### src/rtl/trace_cmd_ctrl.sv
// trace_cmd_ctrl: parses A5/opcode/argument host commands and shares the UART transmitter between trace bytes and 2-byte replies.
// Optional macro CMD_TIMEOUT_EN: abandon a partial frame after TIMEOUT_CYCLES idle cycles.
module trace_cmd_ctrl #(
   parameter int TIMEOUT_CYCLES = 480000,
   parameter int MAX_BUS_WIDTH  = 4
) (
   input  logic       i_clk,
   input  logic       i_rst_n,
   input  logic       i_rx_valid,
   input  logic [7:0] i_rx_byte,
   input  logic       i_rx_err,
   input  logic       i_data_avail,
   input  logic [7:0] i_data_val,
   output logic       o_data_req,
   output logic       o_tx_transmit,
   output logic [7:0] o_tx_byte,
   input  logic       i_tx_done,
   input  logic       i_sync,
   input  logic       i_ovf,
   output logic [2:0] o_width,
   output logic       o_trace_en
);
   typedef enum logic [1:0] {P_HDR, P_OP, P_ARG, P_EXEC} pstate_t;
   typedef enum logic [1:0] {T_IDLE, T_TRACE, T_REPLY0, T_REPLY1} tstate_t;
   pstate_t    r_pst;
   tstate_t    r_tst;
   logic [7:0] r_op, r_arg, r_status;
   logic       r_rpend;
   logic       w_wok, w_ack, w_en_n, w_busy, w_exec, w_tmo;
   logic [2:0] w_width_n;
`ifdef CMD_TIMEOUT_EN
   localparam int CW = $clog2(TIMEOUT_CYCLES + 1);
   logic [CW-1:0] r_cnt;
   // count idle cycles while a frame is partially received; any byte restarts the count
   always_ff @(posedge i_clk or negedge i_rst_n)
      if (!i_rst_n) r_cnt <= '0;
      else if (i_rx_valid || !(r_pst == P_OP || r_pst == P_ARG)) r_cnt <= '0;
      else if (!w_tmo) r_cnt <= r_cnt + CW'(1);
   assign w_tmo = r_cnt == CW'(TIMEOUT_CYCLES);
`else
   assign w_tmo = TIMEOUT_CYCLES < 0;
`endif
   // decode the buffered command; status reflects the post-update width and enable
   always_comb begin
      w_wok     = (r_arg == 8'd1 || r_arg == 8'd2 || r_arg == 8'd4) && r_arg <= 8'(MAX_BUS_WIDTH);
      w_ack     = (r_op == 8'h01) ? w_wok : (r_op == 8'h02 || r_op == 8'h03);
      w_width_n = (r_op == 8'h01 && w_wok) ? r_arg[2:0] : o_width;
      w_en_n    = (r_op == 8'h02) ? r_arg[0] : o_trace_en;
      w_busy    = r_rpend || r_tst == T_REPLY0 || r_tst == T_REPLY1;
      w_exec    = r_pst == P_EXEC && !w_busy;
   end
   // command parser; a frame finishing while a reply is outstanding is dropped
   always_ff @(posedge i_clk or negedge i_rst_n)
      if (!i_rst_n) begin
         r_pst      <= P_HDR;
         r_op       <= '0;
         r_arg      <= '0;
         r_status   <= '0;
         o_width    <= 3'(MAX_BUS_WIDTH);
         o_trace_en <= 1'b0;
      end else begin
         case (r_pst)
            P_HDR:  if (i_rx_valid && i_rx_byte == 8'hA5) r_pst <= P_OP;
            P_OP:   if (i_rx_err || (!i_rx_valid && w_tmo)) r_pst <= P_HDR;
                    else if (i_rx_valid) begin
                       r_op  <= i_rx_byte;
                       r_pst <= P_ARG;
                    end
            P_ARG:  if (i_rx_err || (!i_rx_valid && w_tmo)) r_pst <= P_HDR;
                    else if (i_rx_valid) begin
                       r_arg <= i_rx_byte;
                       r_pst <= P_EXEC;
                    end
            P_EXEC: r_pst <= P_HDR;
         endcase
         if (w_exec) begin
            o_width    <= w_width_n;
            o_trace_en <= w_en_n;
            r_status   <= {w_ack, i_sync, i_ovf, w_en_n, 1'b0, w_width_n};
         end
      end
   // transmit arbiter; decides only in T_IDLE, a pending reply beats trace data
   always_ff @(posedge i_clk or negedge i_rst_n)
      if (!i_rst_n) begin
         r_tst         <= T_IDLE;
         r_rpend       <= 1'b0;
         o_tx_transmit <= 1'b0;
         o_tx_byte     <= '0;
         o_data_req    <= 1'b0;
      end else begin
         o_data_req <= 1'b0;
         if (w_exec) r_rpend <= 1'b1;
         case (r_tst)
            T_IDLE:   if (r_rpend) begin
                         r_rpend       <= 1'b0;
                         o_tx_byte     <= 8'h5A;
                         o_tx_transmit <= 1'b1;
                         r_tst         <= T_REPLY0;
                      end else if (o_trace_en && i_data_avail) begin
                         o_tx_byte     <= i_data_val;
                         o_tx_transmit <= 1'b1;
                         r_tst         <= T_TRACE;
                      end
            T_TRACE:  if (i_tx_done) begin
                         o_tx_transmit <= 1'b0;
                         o_data_req    <= 1'b1;
                         r_tst         <= T_IDLE;
                      end
            T_REPLY0: if (i_tx_done) begin
                         o_tx_byte <= r_status;
                         r_tst     <= T_REPLY1;
                      end
            T_REPLY1: if (i_tx_done) begin
                         o_tx_transmit <= 1'b0;
                         r_tst         <= T_IDLE;
                      end
         endcase
      end
endmodule

### config.mk
export PLATFORM = sky130hd
export DESIGN_NAME = trace_cmd_ctrl
export DESIGN_NICKNAME = d
export VERILOG_FILES = /design/src/rtl/trace_cmd_ctrl.sv
export SDC_FILE = /design/constraint.sdc
export NUM_CORES = 1
export LEC_CHECK = 0
export CORE_ASPECT_RATIO = 1.4
export CORE_MARGIN = 1.5
export CORE_UTILIZATION = 35
export CTS_BUF_LIST = sky130_fd_sc_hd__clkbuf_4 sky130_fd_sc_hd__clkbuf_8 sky130_fd_sc_hd__clkbuf_16
export DETAILED_ROUTE_END_ITERATION = 6
export PLACE_DENSITY_LB_ADDON = 0.05
export SLEW_MARGIN = 5
export SYNTH_ARGS = -nofsm -noshare
export SYNTH_HDL_FRONTEND = slang
export SYNTH_SLANG_ARGS = --single-unit
### constraint.sdc
create_clock -name i_clk -period 2.8 [get_ports i_clk]
set_clock_uncertainty 0.15 [all_clocks]
set_input_delay 0.28 -clock i_clk [delete_from_list [all_inputs] [get_ports i_clk]]
set_output_delay 0.28 -clock i_clk [all_outputs]
set_load 0.02 [all_outputs]
# Word level (Yosys, flattened, before mapping)
# Cells that the tools add are included.
word_totals:
  word_cells: 81
  out_inout_bits: 14
  regBits: 42
  input_bits: 24
classes:
  mux: 27
  order_cmp: 1
  n_bitwise: 1
  reduce_logical: 22
  eq_ne: 19
ops:
  columns: ["cell", "count"]
  rows:
  - ["$eq 8x2->1 const B", 3]
  - ["$mux 8", 3]
  - ["$mux 2", 9]
  - ["$reduce_and 3->1", 6]
  - ["$eq 8x1->1 const B", 2]
  - ["$pmux 8 s2", 1]
  - ["$mux 1", 10]
  - ["$ne 3x3->1 const B", 3]
  - ["$eq 2x2->1 const B", 4]
  - ["$eq 8x3->1 const B", 1]
  - ["$eq 8x8->1 const B", 1]
  - ["$le 8x3->1 const B", 1]
  - ["$pmux 2 s4", 1]
  - ["$pmux 2 s3", 1]
  - ["$logic_and 1x1->1", 5]
  - ["$logic_or 1x1->1", 5]
  - ["$eq 2x1->1 const B", 2]
  - ["$logic_not 2->1", 2]
  - ["$ne 2x2->1 const B", 2]
  - ["$reduce_bool 2->1", 2]
  - ["$mux 3", 1]
  - ["$ne 2x1->1 const B", 1]
  - ["$pmux 1 s2", 1]
  - ["$reduce_or 2->1", 1]
  - ["2 further kinds", 2]

# Logic depth before layout (Yosys ltp)
logic_depth:
  word_depth: 8
  ltp_mapped: 6
  depth_no_buf: 4

# Worst setup path before layout
# OpenSTA, ideal clock, no wires.
synth_path:
  path_kind: "reg2reg"
  startpoint: "reg r_tst[1]"
  endpoint: "reg o_width[0]"
  path_stages_with_launch: 7
  period_less_slack_ns: 1.883
  setup_ns: 0.128
  setup_slack_ns: 0.917
  required_time_ns: 2.522
  arrival_ns: 1.605
  n_path_buf: 2
  cell_sequence: "dfrtp_1 buf_6 and4bb_1 buf_4 nand3_2 nor4_4 mux2_1"
synth_between:
  elab_chain_cells: 5
  elab_cells_between_ends: 6
  cone_classes: "eq/ne (2); reduce/logical (4)"
synth_lines:
  columns: ["item", "line_no", "text"]
  rows:
  - ["start, declared", "26", "tstate_t r_tst;"]
  - ["start signal, assigned", "85", "r_tst <= T_IDLE;"]
  - ["start signal, assigned", "98", "r_tst <= T_REPLY0;"]
  - ["start signal, assigned", "102", "r_tst <= T_TRACE;"]
  - ["$eq 2x2->1", "49", "w_busy = r_rpend || r_tst == T_REPLY0 || r_tst == T_REPLY1;"]
  - ["$logic_or 1x1->1", "49", null]
  - ["$logic_or 1x1->1 (*)", "49", null]
  - ["$logic_not 1->1 (*)", "50", "w_exec = r_pst == P_EXEC && !w_busy;"]
  - ["$logic_and 1x1->1 (*)", "50", null]
  - ["end signal, assigned", "59", "o_width <= 3'(MAX_BUS_WIDTH);"]
  - ["end signal, assigned", "77", "o_width <= w_width_n;"]
  - ["end, declared", "20", "output logic [2:0] o_width,"]
# Mark *: on every way between the ends. The rest lies on a longest branch, timed or not.
# A chain may end at the register's enable or synchronous reset.

# Worst setup path in the final report
layout_path:
  startpoint: "reg r_rpend"
  endpoint: "reg o_width[1]"
layout_between:
  elab_chain_cells: 4
layout_lines:
  columns: ["item", "line_no", "text"]
  rows:
  - ["start, declared", "28", "logic r_rpend;"]
  - ["start signal, assigned", "86", "r_rpend <= 1'b0;"]
  - ["start signal, assigned", "92", "if (w_exec) r_rpend <= 1'b1;"]
  - ["start signal, assigned", "95", "r_rpend <= 1'b0;"]
  - ["$logic_or 1x1->1 (2 in series)", "49", null]
  - ["$logic_not 1->1", "50", null]
  - ["$logic_and 1x1->1", "50", null]
# No other way between the ends.

==> results.md <==
* Total GRT Usage at 14.3%
* CTS tree: done
* GRT Residual Overflow at 0
* Vias in the first global route at 1315
* EDFF count, synth at 0
* ANT nets after route at 0
* Syn Std Cell Area at 1810 sq um
* Worst path max stage delay at 0.55 ns
* Global-route wire length before repair at between 6 and 7 mm
* Starting density of the core at a little under two fifths
* Core area at 4920 sq um
* IO Pins at 38
* R2R depth at 4
* Diode count at 0
* Yosys reg bits at 39
* Pwr Density at 678 nW/um^2
* GPL Wtd Cong at 0.730
* Initial DRC Count at 58
* Post-synthesis cell type count at 33
* Worst hold path class: flip-flop to flip-flop
* CTS Root Cell: clkbuf_8
* CTS clk-pin slew, worst paths at 0.08 ns
* Peak supply drop at between 0.0003 and 0.0004 V
* Drt pass-1 iters at 4
* Fin Setup TNS at 0 ns
* Synth warnings at 0
* Layout cells sized above 1 at 12.0%
* Area growth, synth to finish at 28.3%
* Post-cts sizing count at 0
* # port buffers at 37
* Transition time of the tightest slew-check pin at 0.860 ns
* Final period utilization at 77.2%
* Routed via count at 1314
* Arr. time, crit path at 2.19 ns
* Seq/Total Area, Yosys at 54.1%
* Clock buffer depth at 2
* Most frequent cell after synthesis: dfrtp_1
* Synthesized Nets at 186
* R2R Setup Slk at 0.64 ns
* # setup viols final at 0
* Final wirelength at around 3.6 mm
* Max-cap violations at 0
* Worst path required time at approximately 2.8 ns
* CP startpoint kind: flip-flop
* Top cell type's share of synthesized area at between 50% and 60%
* Synth Instances at 162
* CP Capture Type: flip-flop
* DR vias/cell at 4.98
* Die area at approximately 5600 sq um
* Routed WL per cell at 13.6 um
* Fmax at 463 MHz
* Min-delay src: r_status[6]
* Worst Setup SP: r_rpend
* Pin count of the biggest net entering global routing at 40
* Die Ht at roughly 88 um
* Post-layout min period at 2.16 ns
* Clk sinks at 39
* Clk_lat worst skew at between 0.2 and 0.3 ns
* Crit path kind: flip-flop to flip-flop
* H-tree Lvls at 2
* Initial antenna violation count at 0
* Slew Limit Fails at 0
* Slowest stage cell, crit path: dfrtp_1
* CTS Buf Count at 5
* CP Max Fanout at 13
* Post-synth top flop: dfrtp_1
* Final std cells w/o fill at 264
* Lkg Pwr at 1.04 nW
* Final Hold Violating Endpoints at 0
* Final nets at 223
* Cells along the critical path: and4bb_1, nand3_2, nor4_4, mux2_1
* RSZ-0062 raised after global routing: no
* FF-to-FF End: o_width[1]
* DIE WIDTH at 63.7 um
* Slew margin rel. at 42.6%
* Synth top area cells: dfrtp_1, mux2_1, mux2_2, nand2_1, nor2_1
* End of the critical path: o_width[1]
* Post-detail-place hpwl at 2.70 mm
* Row count at 30
* DR DRC count at 0
* Async set-reset flop share out of synthesis at 100%
* R2r startpoint: r_rpend
* Fillers at 491
* Synth top cells by count: dfrtp_1, nand2_1, nor2_1, mux2_1, mux2_2
* Status: complete, no violations
* Yosys top cell by area: dfrtp_1
* Syn avg cell area at 11.2 sq um
* Placed insts at between 200 and 300
==> layout by cell type, fill, tap and decap left out, types with 2 or more instances in the layout <==
cell and n:
a21oi_1 4, a31oi_1 3, clkbuf_8 7, clkdlybuf4s50_1 36, dfrtp_1 38, inv_1 2, mux2_1 10, mux2_2 10
mux2i_1 5, nand2_1 23, nand2b_1 3, nand3_1 4, nor2_1 14, nor2b_1 4, nor3b_1 2, nor4_4 2
nor4b_1 2, o21ai_0 6, o21ai_1 8, or4_1 2
==> through the flow <==
step | worst slack [ns] | hold slack [ns] | util (%) | instance area (sq um) | total power, W
floorplan | 0.917 | -0.166 | - | 1810 | 0.000995
global placement | 0.670 | 0.288 | 44.8 | 2200 | 0.00116
detailed placement | 0.641 | 0.297 | 44.8 | 2200 | 0.00117
CTS | 0.612 | 0.331 | 47.1 | 2320 | 0.00160
global route | 0.510 | 0.351 | 47.1 | 2320 | 0.00167
finish | 0.638 | 0.323 | 47.1 | 2320 | 0.00157
==> cell families after synthesis <==
| group | after synthesis | share of synthesized area (%) |
|---|---|---|
| muxes | 25 | 15.2 |
| and+or+nand+nor | 63 | 19.6 |
| DFF | 39 | 54.1 |
| buffers and inverters | 10 | 3.12 |
| xor gates and xnor gates | 1 | 0.485 |
| AOI/OAI and AO/OA | 24 | 7.48 |
==> how the worst min path moves through the flow <==
| stage | slack (ns) | cells after the start | to |
|---|---|---|---|
| finish | 0.32 | 2 | r_status[6] |
| global route | 0.35 | 2 | r_status[6] |
| CTS | 0.33 | 2 | r_status[6] |
| detailed placement | 0.30 | 1 | o_data_req |
| global placement | 0.29 | 1 | o_data_req |
| floorplan | -0.17 | 0 | o_data_req |
==> cell type report <==
type	count	area (sq um)	area share, %
sequential	39	977	42.2
tap	64	80.1	3.46
multi-input combinational	113	773	33.4
inverter	2	7.51	0.324
clock buffer	8	104	4.48
timing repair buffer	38	375	16.2
==> registers in the layout, summed over array words and instances, names as in the netlist <==
register / count
r_status: 5
o_tx_transmit: 1
r_pst: 2
r_arg: 8
o_data_req: 1
o_tx_byte: 8
r_op: 8
r_tst: 2
o_width: 3
r_rpend: 1
==> layer usage <==
layer / up-vias / track usage, % / routed length [um]
met4: 0 / 5.93 / 73
met1: 637 / 15.4 / 1420
li1: 640 / - / -
met5: - / 0 / 0
met2: 31 / 26.2 / 1960
met3: 6 / 4.24 / 147
==> worst max-delay path, delay by kind of cell (launching register included) <==
kind | cells | cell delay (ns)
muxes | 1 | 0.36
and+or+nand+nor | 3 | 0.99
DFF | 1 | 0.55
==> power by group <==
group,switching [W],internal [W]
clock network,0.000190,0.000234
logic,0.000223,0.000208
registers,0.0000692,0.000647
total,0.000482,0.00109
==> repair_timing <==
| action | in CTS | in global routing |
|---|---|---|
| hold buffers | 1 | 0 |
| hold endpoints to repair | 38 | 0 |
| buffers inserted | 0 | 0 |
No activity file was read; power rests on OpenSTA's default activity.
